`config.mk`:
```
export PLATFORM = sky130hd
export DESIGN_NAME = uart_rx_pkt_ctrl
export DESIGN_NICKNAME = d
export VERILOG_FILES = /design/src/rtl/uart_rx_pkt_ctrl.sv
export SDC_FILE = /design/constraint.sdc
export NUM_CORES = 1
export LEC_CHECK = 0
export ABC_AREA = 1
export CAP_MARGIN = 20
export CORE_ASPECT_RATIO = 0.75
export CORE_MARGIN = 2
export CORE_UTILIZATION = 50
export DETAILED_ROUTE_END_ITERATION = 10
export GPL_TIMING_DRIVEN = 0
export PLACE_DENSITY = 0.68
export SLEW_MARGIN = 20
export SYNTH_ARGS = -nofsm -noshare
export SYNTH_HDL_FRONTEND = slang
export SYNTH_SLANG_ARGS = --single-unit
```
`constraint.sdc`:
```
create_clock -name clk -period 6 [get_ports clk]
set_clock_uncertainty 0.15 [all_clocks]
set_input_delay 0.9 -clock clk [delete_from_list [all_inputs] [get_ports clk]]
set_output_delay 0.9 -clock clk [all_outputs]
set_load 0.01 [all_outputs]
```
`src/rtl/uart_rx_pkt_ctrl.sv`:
```
// uart_rx_pkt_ctrl: frames bytes from uart_rx as SYNC, LEN, payload, checksum.
// Verified payloads are held in a local buffer for the consumer. Bad-length,
// checksum-mismatch and inter-byte-timeout packets are dropped with an error pulse.
module uart_rx_pkt_ctrl #(
  parameter int         CLK_HZ       = 12000000,
  parameter int         TIMEOUT_CLKS = CLK_HZ / 1000,
  parameter int         MAX_LEN      = 16,
  parameter logic [7:0] SYNC         = 8'hA5
) (
  input  logic       clk,
  input  logic       rst,
  output logic       rx_enable,
  input  logic [7:0] rx_byte,
  input  logic       byte_available,
  output logic       pkt_valid,
  input  logic       pkt_ready,
  output logic [4:0] pkt_len,
  input  logic [3:0] pkt_rd_addr,
  output logic [7:0] pkt_rd_data,
  output logic       err_pulse,
  output logic [1:0] err_code
);

  localparam int               CNT_W     = $clog2(TIMEOUT_CLKS + 1);
  // The counter value seen on the clock whose increment would reach TIMEOUT_CLKS
  localparam logic [CNT_W-1:0] CNT_LAST  = CNT_W'(TIMEOUT_CLKS - 1);
  localparam logic [7:0]       MAX_LEN_B = 8'(MAX_LEN);

  typedef enum logic [2:0] {
    S_IDLE,
    S_LEN,
    S_DATA,
    S_CSUM,
    S_HOLD
  } state_e;

  typedef enum logic [1:0] {
    E_NONE = 2'd0,
    E_LEN  = 2'd1,
    E_CSUM = 2'd2,
    E_TMO  = 2'd3
  } err_e;

  state_e           state_q, state_d;
  logic             ba_q;
  logic             rx_en_q, rx_en_d;
  logic             valid_q, valid_d;
  logic [4:0]       pkt_len_q, pkt_len_d;
  logic [4:0]       idx_q, idx_d;
  logic [4:0]       idx_inc;
  logic [7:0]       csum_q, csum_d;
  logic [CNT_W-1:0] cnt_q, cnt_d;
  logic             err_pulse_q, err_pulse_d;
  err_e             err_code_q, err_code_d;
  logic [7:0]       pkt_rd_data_q;
  logic [7:0]       mem_q [0:MAX_LEN-1];

  logic             accept;
  logic             counting;
  logic             expire;
  logic             wr_en;

  // One accept per rising edge of byte_available, only while the line is enabled
  assign accept   = byte_available && !ba_q && rx_en_q;
  assign counting = (state_q == S_LEN) || (state_q == S_DATA) || (state_q == S_CSUM);
  assign expire   = counting && (cnt_q == CNT_LAST);
  assign idx_inc  = idx_q + 5'd1;

  // Next-state, framing, checksum and timeout logic
  always_comb begin
    state_d     = state_q;
    pkt_len_d   = pkt_len_q;
    idx_d       = idx_q;
    csum_d      = csum_q;
    err_pulse_d = 1'b0;
    err_code_d  = err_code_q;
    wr_en       = 1'b0;

    if (counting) cnt_d = cnt_q + CNT_W'(1);
    else          cnt_d = '0;

    case (state_q)
      S_IDLE: begin
        if (accept && (rx_byte == SYNC)) state_d = S_LEN;
      end
      S_LEN: begin
        if (accept) begin
          if ((rx_byte != 8'd0) && (rx_byte <= MAX_LEN_B)) begin
            pkt_len_d = rx_byte[4:0];
            csum_d    = rx_byte;
            idx_d     = '0;
            state_d   = S_DATA;
          end else begin
            err_pulse_d = 1'b1;
            err_code_d  = E_LEN;
            state_d     = S_IDLE;
          end
        end else if (expire) begin
          err_pulse_d = 1'b1;
          err_code_d  = E_TMO;
          state_d     = S_IDLE;
        end
      end
      S_DATA: begin
        if (accept) begin
          wr_en  = 1'b1;
          csum_d = csum_q ^ rx_byte;
          idx_d  = idx_inc;
          if (idx_inc == pkt_len_q) state_d = S_CSUM;
        end else if (expire) begin
          err_pulse_d = 1'b1;
          err_code_d  = E_TMO;
          state_d     = S_IDLE;
        end
      end
      S_CSUM: begin
        if (accept) begin
          if (rx_byte == csum_q) begin
            state_d = S_HOLD;
          end else begin
            err_pulse_d = 1'b1;
            err_code_d  = E_CSUM;
            state_d     = S_IDLE;
          end
        end else if (expire) begin
          err_pulse_d = 1'b1;
          err_code_d  = E_TMO;
          state_d     = S_IDLE;
        end
      end
      S_HOLD: begin
        if (pkt_ready) state_d = S_IDLE;
      end
      default: state_d = S_IDLE;
    endcase

    // Any accept or state change restarts the inter-byte timer; accept beats expiry
    if (accept || (state_d != state_q)) cnt_d = '0;

    rx_en_d = (state_d != S_HOLD);
    valid_d = (state_d == S_HOLD);
  end

  // Control state, registered outputs and buffer read port
  always_ff @(posedge clk) begin
    if (rst) begin
      state_q       <= S_IDLE;
      ba_q          <= 1'b0;
      rx_en_q       <= 1'b0;
      valid_q       <= 1'b0;
      pkt_len_q     <= '0;
      idx_q         <= '0;
      csum_q        <= '0;
      cnt_q         <= '0;
      err_pulse_q   <= 1'b0;
      err_code_q    <= E_NONE;
      pkt_rd_data_q <= '0;
    end else begin
      state_q       <= state_d;
      ba_q          <= byte_available;
      rx_en_q       <= rx_en_d;
      valid_q       <= valid_d;
      pkt_len_q     <= pkt_len_d;
      idx_q         <= idx_d;
      csum_q        <= csum_d;
      cnt_q         <= cnt_d;
      err_pulse_q   <= err_pulse_d;
      err_code_q    <= err_code_d;
      pkt_rd_data_q <= mem_q[pkt_rd_addr];
    end
  end

  // Payload buffer; contents survive reset
  always_ff @(posedge clk) begin
    if (!rst && wr_en) mem_q[idx_q[3:0]] <= rx_byte;
  end

  assign rx_enable   = rx_en_q;
  assign pkt_valid   = valid_q;
  assign pkt_len     = pkt_len_q;
  assign pkt_rd_data = pkt_rd_data_q;
  assign err_pulse   = err_pulse_q;
  assign err_code    = err_code_q;

endmodule

```
; ---- After elaboration in Yosys (flattened, before gate mapping)
; Memory sizes are Yosys's and may differ from the RTL's. A register that Yosys moved wholly into a read port is not among the register bits.
; Cells that the tools add are included.
[word_totals]
register_bits = 41
ram_bits = 128
in_bits = 16
out_inout_bits = 18
n_memories = 1
[classes]
addsub = 2
order_cmp = 1
n_eq_ne = 17
muxes = 36
bitwise = 2
n_reduce_logical = 19
[memory_table]
columns = name, words, width, read_ports, rd_ports_with_merged_regs, write_ports, line_no
row1 = mem_q, 16, 8, 1, 1, 1, 56  ; logic [7:0] mem_q [0:MAX_LEN-1];
[ops]
columns = op, n
row1 = $mux W3, 8
row2 = $mux W8, 3
row3 = $pmux W8 S2, 1
row4 = $mux W5, 3
row5 = $pmux W3 S5, 1
row6 = $add A14 B1 Y14 const B, 1
row7 = $eq A14 B14 Y1 const B, 1
row8 = $mux W2, 7
row9 = $mux W1, 10
row10 = $pmux W5 S2, 1
row11 = $ne A3 B3 Y1 const B, 3
row12 = $eq A8 B8 Y1, 1
row13 = $eq A8 B8 Y1 const B, 1
row14 = $le A8 B5 Y1 const B, 1
row15 = $reduce_and A4 Y1, 2
row16 = $reduce_bool A8 Y1, 1
row17 = $xor A8 B8 Y8, 1
row18 = $eq A3 B2 Y1 const B, 2
row19 = $eq A3 B3 Y1 const B, 2
row20 = $logic_and A1 B1 Y1, 6
row21 = $ne A2 B2 Y1 const B, 3
row22 = $pmux W2 S3, 1
row23 = $add A5 B1 Y5 const B, 1
row24 = $eq A5 B5 Y1, 1
row25 = other kinds (12), 15

; ---- Logic depth before layout (Yosys ltp)
; Gate-level depths: netlist (run 1).
[logic_depth]
depth_word = 10
ltp_mapped = 15
ltp_nobuf = 14

; ---- Least setup slack after synthesis (run 1)
; OpenSTA, ideal clock, no wires.
[synth_timing]
path_kind = in2reg
start = input port byte_available
end = memory mem_q[15][0], enable pin
setup_ns = 0.383
arrival_time_ns = 2.010
setup_slack_ns = 3.456
stages = 6
cell_sequence = nand2_1 nor2_4 inv_2 nor2_2 inv_1 nor3_1
[synth_between]
elab_chain_cells = 7
[synth_rtl]
columns = element, line_no
row1 = from (decl), 14  ; input logic byte_available,
row2 = $logic_and A1 B1 Y1 (2 in series), 64  ; assign accept = byte_available && !ba_q && rx_en_q;
row3 = $mux W1, 105  ; if (accept) begin
row4 = $mux W1, 82  ; case (state_q)
row5 = $logic_and A1 B1 Y1, 175  ; if (!rst && wr_en) mem_q[idx_q[3:0]] <= rx_byte;
row6 = $mux W1, 175
row7 = $mux W1 (implied by the code), 175
row8 = to (decl), 56
; Every way passes these cells.

; ---- Worst setup path in the final report (run 1)
[layout_timing]
start = input port byte_available
end = memory mem_q[5][5], enable pin
; The elaborated chain is that of the path after synthesis.

==> flow_summary.yaml, run 1 <==
pwr:
  pwr-share-seq_pct: 52.8
  p_leak_nw: 2.86
  power_per_cell_area_mw_per_mm2: 294
  p_switching_w: 0.000567
  switching_share_pct: 22.7
  p_int_w: 0.00192
  clock_power_share_pct: 41.6
  combPwrFrac_pct: 5.6
  ir_worst_vdd_mv: 0.199
synth:
  syn_inst: 697
  ys_seq_area_share_pct: 65.6
  synth_compound_area_share_pct: 12.5
  synth-adder-area-share_pct: 0.850
  synth-simple-area-share_pct: 14.4
  synth_top_family_by_area: "simple AND/OR/NAND/NOR gates"
  synth_xor_area_share_pct: 2.38
  synthArstFlopShare_pct: 0
  synth_warnings: 0
  synthMuxAreaShare_pct: 0
  ys.flop_type: "edfxtp_1"
  syn_area_per_cell_um2: 10.6
  syn_nets: 718
  synth_edf_count: 128
  synth.distinct_cells: 28
  syn_area_mm2: 0.00736
  yosys_register_bits: 177
floorplanning:
  fp.dieArea_mm2: 0.0157
  ios: 34
  core_mm2: 0.0144
  start_util_pct: 51.1
  row_count: 38
  die_h_um: 109
  die_w_um: 144
worst_setup_path:
  r2r_slack_ns: 3.24
  crit_type: "input pin to flop"
  critical_path_arrival_ns: 3.12
  r2r-start: "state_q[1]"
  path_cells: "clkdlybuf4s50_1, nand2_1, nor2_4, inv_2, nor2_2, inv_1, nor2_2, nand2_1, nor2_1"
  timing.rr.end: "mem_q[5][5]"
  slowest_delay_ns: 0.73
  crit_required_ns: 5.90
  cp_max_fo: 8
  startpoint: "byte_available"
  critPathCapture: "mem_q[5][5]"
  r2r_cells: 10
  cp-start-kind: "input pin"
  critPathSlowestCell: "nor2_1"
  cp-end-kind: "flop"
layout:
  antenna_cells: 0
  drive_gt1_share_pct: 6.59
  area_growth_pct: 15.0
  final_net_count: 767
clocking:
  cts.htree.levels: 4
  clkLatencyLatePin_ns: 0.43
  path_clk_slew_ns: 0.06
  numCtsBuffers: 17
  clk_path_buf_depth: 2
  cts_setup_buffers: 0
  cts_sinks: 177
  clockRootBuffer: "clkbuf_16"
  cts_resized: 0
  tritoncts: "yes"
  cts_hold_buf: 0
route:
  drc: 0
  wl_mm: 19.3
  num_vias: 5604
  first_pass_iters: 7
  drt-initial-drc-count: 644
  viasPerCell: 5.84
  wl_per_cell_um: 20.1
  drtAntennaViolNets: 0
grt:
  grt_pass1_vias: 5388
  grt_pass1_wl_mm: 29.3
  antenna_found_initial: 0
  grt_max_degree: 22
  globalRouteOverflowTotal: 0
  grt_usage_pct: 25.7
hold_path:
  worstHoldStart: "err_code[1]"
  hold_class: "flop to flop"
job:
  maxCapViolCount: 0
status:
  status: "complete, no violations"
place:
  hpwl_mm: 12.6
  finalWeightedCongestion: 0.929
  place_ws_ns: 2.42
  port_buffers: 30
timing:
  fin_ws_ns: 2.78
  fin_crit_ns: 3.22
  clock.fmax_mhz: 310
  worstMarginPinSlew_ns: 0.973
  slew_headroom_pct: 35.0
  timing.final.crit_share_pct: 53.7
  finalHoldViolCount: 0
  tns_ns: 0
  drv_slew: 0
  setup_viol_count_final: 0
  rsz0062_at_grt: "false"
==> metal layers <==
metal,share of wire (%),global-route usage (%)
met4,2.2,8.96
met5,0,0
met2,45,39.8
met1,42,34.9
met3,10,7.69
==> registers in the layout (all words and copies together) (netlist names) <==
register,flops
pkt_len,5
idx_q,5
rx_enable,1
pkt_valid,1
pkt_rd_data,8
state_q,3
mem_q,128
ba_q,1
err_code,2
err_pulse,1
csum_q,8
cnt_q,14
==> Yosys cell counts, drive strengths merged, types with 6 or more instances <==
cell type	count	area, µm²
a21oi	21	109
clkbuf	25	93.8
dfxtp	49	981
edfxtp	128	3840
inv	49	184
nand2	74	283
nand3	25	125
nand4	6	37.5
nor2	145	572
nor3	7	35.0
o211ai	10	75.1
o21ai	92	460
o221ai	22	193
o22ai	10	62.6
xnor2	12	105
xor2	8	70.1
==> placed cells by master, fill, tap and decap left out, types with 3 or more instances in the layout <==
master and n:
nor2_1 138, edfxtp_1 128, o21ai_0 89, nand2_1 72, dfxtp_1 49, inv_1 43, clkdlybuf4s50_1 30, clkbuf_1 26
nand3_1 25, o221ai_1 22, a21oi_1 20, clkbuf_16 17, xnor2_1 12, o22ai_1 10, o211ai_1 10, xor2_1 8
inv_2 6, nor3_1 6, nand4_1 6, nor2_2 5, ha_1 5, clkinv_2 4, o21ai_1 3, a211oi_1 3
clkinv_4 3
==> worst min-delay path by stage <==
stage	to	cells after the start
2_1_floorplan	cnt_q[0]	1
3_3_place_gp	cnt_q[0]	1
3_5_place_dp	cnt_q[0]	1
4_1_cts	err_code[1]	2
5_1_grt	cnt_q[0]	1
6_report	err_code[1]	2
==> per-stage QoR <==
stage	utilization, %	cell area (µm²)	instances	total power (W)	hold WS [ns]
2_1_floorplan	-	7360	697	0.00141	0.268
3_3_place_gp	54.9	7910	927	0.00147	0.279
3_5_place_dp	54.9	7910	927	0.00148	0.296
4_1_cts	58.7	8450	959	0.00249	0.309
5_1_grt	58.7	8460	959	0.00255	0.328
6_report	58.7	8460	959	0.00249	0.306
==> power groups by stage <==
stage               Clock (W)  Sequential, W  Combinational (W)
global placement            0        0.00134           0.000131
CTS                   0.00104        0.00132           0.000135
detailed placement          0        0.00134           0.000134
global route          0.00109        0.00132           0.000149
floorplan                   0        0.00134          0.0000608
finish                0.00104        0.00132           0.000140
==> worst max-delay path: cells and delay by family <==
kind	cells	cell delay (ns)
AND/OR/NAND/NOR	6	1.51
buffers and inverters	3	0.71
==> kinds of logic (layout without fill, tap and decap cells) <==
kind of cell,after synthesis,count (layout)
and+or+nand+nor,258,258
DFF,177,177
AOI/OAI and AO/OA,158,158
buffers and inverters,79,141
xor gates and xnor gates,20,20
adders and majority gates,5,5
==> area by class of cell <==
class                   count  area, µm²
plain buffers              30        130
clock buffers              18        429
clock inverters            14        116
fillers                  1174       5950
inverters                  49        184
multi-input cells         441       2220
flip-flops and latches    177       4820
well taps                 200        250
repair buffers             30        300
Power figures use the tool's default switching activity.
==> inputs of run 2 (changes only) <==
--- a/config.mk
+++ b/config.mk
@@ -12,7 +12,7 @@
 export CORE_UTILIZATION = 50
 export DETAILED_ROUTE_END_ITERATION = 10
 export GPL_TIMING_DRIVEN = 0
-export PLACE_DENSITY = 0.68
+export PLACE_DENSITY = 0.71
 export SLEW_MARGIN = 20
 export SYNTH_ARGS = -nofsm -noshare
 export SYNTH_HDL_FRONTEND = slang
==> constraint.sdc (replaced) <==
create_clock -name clk -period 2.6 [get_ports clk]
set_clock_uncertainty 0.15 [all_clocks]
set_input_delay 0.39 -clock clk [delete_from_list [all_inputs] [get_ports clk]]
set_output_delay 0.39 -clock clk [all_outputs]
set_load 0.01 [all_outputs]
==> run 2 against run 1 <==
  * The flow now finishes with violations (setup timing)
  * Die area unchanged
  * Worst hold slack worse by 0.0084 ns
  * Critical path type is now flop to flop
  * Worst setup slack worse by 2.8 ns
  * Flip-flop and latch count is the same
  * Critical path depth is 1 higher
  * Register-to-register slack worse by 3.3 ns
  * Sequential power increased by 130%
  * Via count shrank 1.0%
  * Non-clock buffer count unchanged
  * Final area is 1.7% higher
==> flow_summary.yaml, run 2 (synthesis gave the netlist of run 1 again) <==
status:
  status: "finished with violations"
  violations: "setup timing"
timing:
  fin_crit_ns: 2.62
  clock.fmax_mhz: 382
  timing.final.crit_share_pct: 101
  tns_ns: -0.108
  slew_headroom_pct: 36.9
  rsz0062_at_grt: "true"
  hold_slack_ns: 0.298
  worstMarginPinSlew_ns: 0.945
  drv_slew: 0
  finalHoldViolCount: 0
  setup_viol_count_final: 8
  fin_ws_ns: -0.0196
clocking:
  clkLatencyLatePin_ns: 0.44
  numCtsBuffers: 17
  cts.htree.levels: 4
  cts_sinks: 177
  cts_hold_buf: 0
  cts_setup_buffers: 0
  clk_path_buf_depth: 2
  clockRootBuffer: "clkbuf_16"
  path_clk_slew_ns: 0.07
  tritoncts: "yes"
floorplanning:
  fp.dieArea_mm2: 0.0157
  start_util_pct: 51.1
  ios: 34
  core_mm2: 0.0144
  die_h_um: 109
  row_count: 38
  die_w_um: 144
worst_setup_path:
  r2r_slack_ns: -0.02
  cp-start-kind: "flop"
  crit_type: "flop to flop"
  timing.rr.end: "mem_q[4][0]"
  critical_path_arrival_ns: 2.54
  cp-end-kind: "flop"
  r2r_cells: 10
  r2r-start: "state_q[1]"
  cp_max_fo: 8
  startpoint: "state_q[1]"
  crit_required_ns: 2.52
  critPathCapture: "mem_q[4][0]"
grt:
  grt_pass1_vias: 5228
  grt_max_degree: 22
  globalRouteOverflowTotal: 0
  grt_usage_pct: 25.5
  grt_pass1_wl_mm: 28.8
  antenna_found_initial: 0
route:
  drc: 0
  first_pass_iters: 5
  drtAntennaViolNets: 0
  num_vias: 5547
  wl_mm: 19.3
  wl_per_cell_um: 20.1
  viasPerCell: 5.78
  drt-initial-drc-count: 616
pwr:
  p_leak_nw: 2.94
  ir_worst_vdd_mv: 0.502
  power_per_cell_area_mw_per_mm2: 692
hold_path:
  hold_class: "flop to flop"
  holdPathStages: 1
place:
  finalWeightedCongestion: 0.955
  place_ws_ns: -0.479
  hpwl_mm: 12.6
  port_buffers: 30
layout:
  final_common_cell: "edfxtp_1"
  antenna_cells: 0
  area_growth_pct: 17.0
  final_net_count: 767
  utilization_pct: 59.7
  largest_reg_flops: 128
  layout_common_cells: "edfxtp_1, nor2_1, o21ai_0, nand2_1, dfxtp_1"
  drive_gt1_share_pct: 8.56
job:
  maxCapViolCount: 0
## run 2: cell types whose count changed in the layout (fill, tap and decap cells not counted), moves of 3 or more
cell / delta
nor2_1: -15
nor2_4: +10
clkdlybuf4s50_1: -8
dlymetal6s2s_1: +7
nor2_2: +5
clkinv_2: -3
## run 2: how the worst min path moves through the flow
stage / start / end / slack, ns
after detailed placement: cnt_q[0] / cnt_q[0] / 0.29
after floorplan: cnt_q[0] / cnt_q[0] / 0.27
after global placement: cnt_q[0] / cnt_q[0] / 0.28
after global routing: pkt_rd_addr[3] / pkt_rd_data[7] / 0.32
after CTS: pkt_rd_addr[3] / pkt_rd_data[7] / 0.28
final: cnt_q[0] / cnt_q[0] / 0.30
## run 2: final cells by class
cell class / instances / area (µm²)
multi-input cells: 441 / 2310
clock buffers: 20 / 437
fillers: 1144 / 5800
clock inverters: 12 / 156
repair buffers: 30 / 313
inverters: 49 / 184
plain buffers: 30 / 130
well taps: 200 / 250
flip-flops and latches: 177 / 4820
## run 2: worst max-delay path, cell delays in order, from the launching register on
cell	delay, ns
dfxtp_1	0.39
inv_2	0.09
nor2_2	0.14
inv_2	0.06
nor2_4	0.17
inv_2	0.11
nor2_2	0.12
inv_1	0.10
nor2_2	0.16
nand2_1	0.26
nor2_2	0.49
## run 2: stage by stage
step | total power [W] | std cells | instance area, µm²
6_report | 0.00596 | 959 | 8610
5_1_grt | 0.00609 | 959 | 8610
4_1_cts | 0.00596 | 959 | 8540
3_5_place_dp | 0.00340 | 927 | 7910
3_3_place_gp | 0.00340 | 927 | 7910
2_1_floorplan | 0.00324 | 697 | 7360
## run 2: repair_timing
item	in CTS	in global routing
hold endpoints to repair	0	0
setup endpoints to repair	115	155
resized for setup	13	22
## run 2: per-layer routing
metal	vias to the layer above	GRT usage (%)	share of wire, %
li1	2535	-	-
met1	2647	34.8	42
met2	318	38.6	44
met3	47	8.92	11
met4	0	8.47	2.1
met5	-	0	0
## run 2: power breakdown
group	total [W]	internal, W	switching, W
Sequential	0.00303	0.00303	0.00000302
Clock	0.00261	0.00152	0.00109
Combinational	0.000318	0.0000940	0.000224
Total	0.00596	0.00464	0.00132
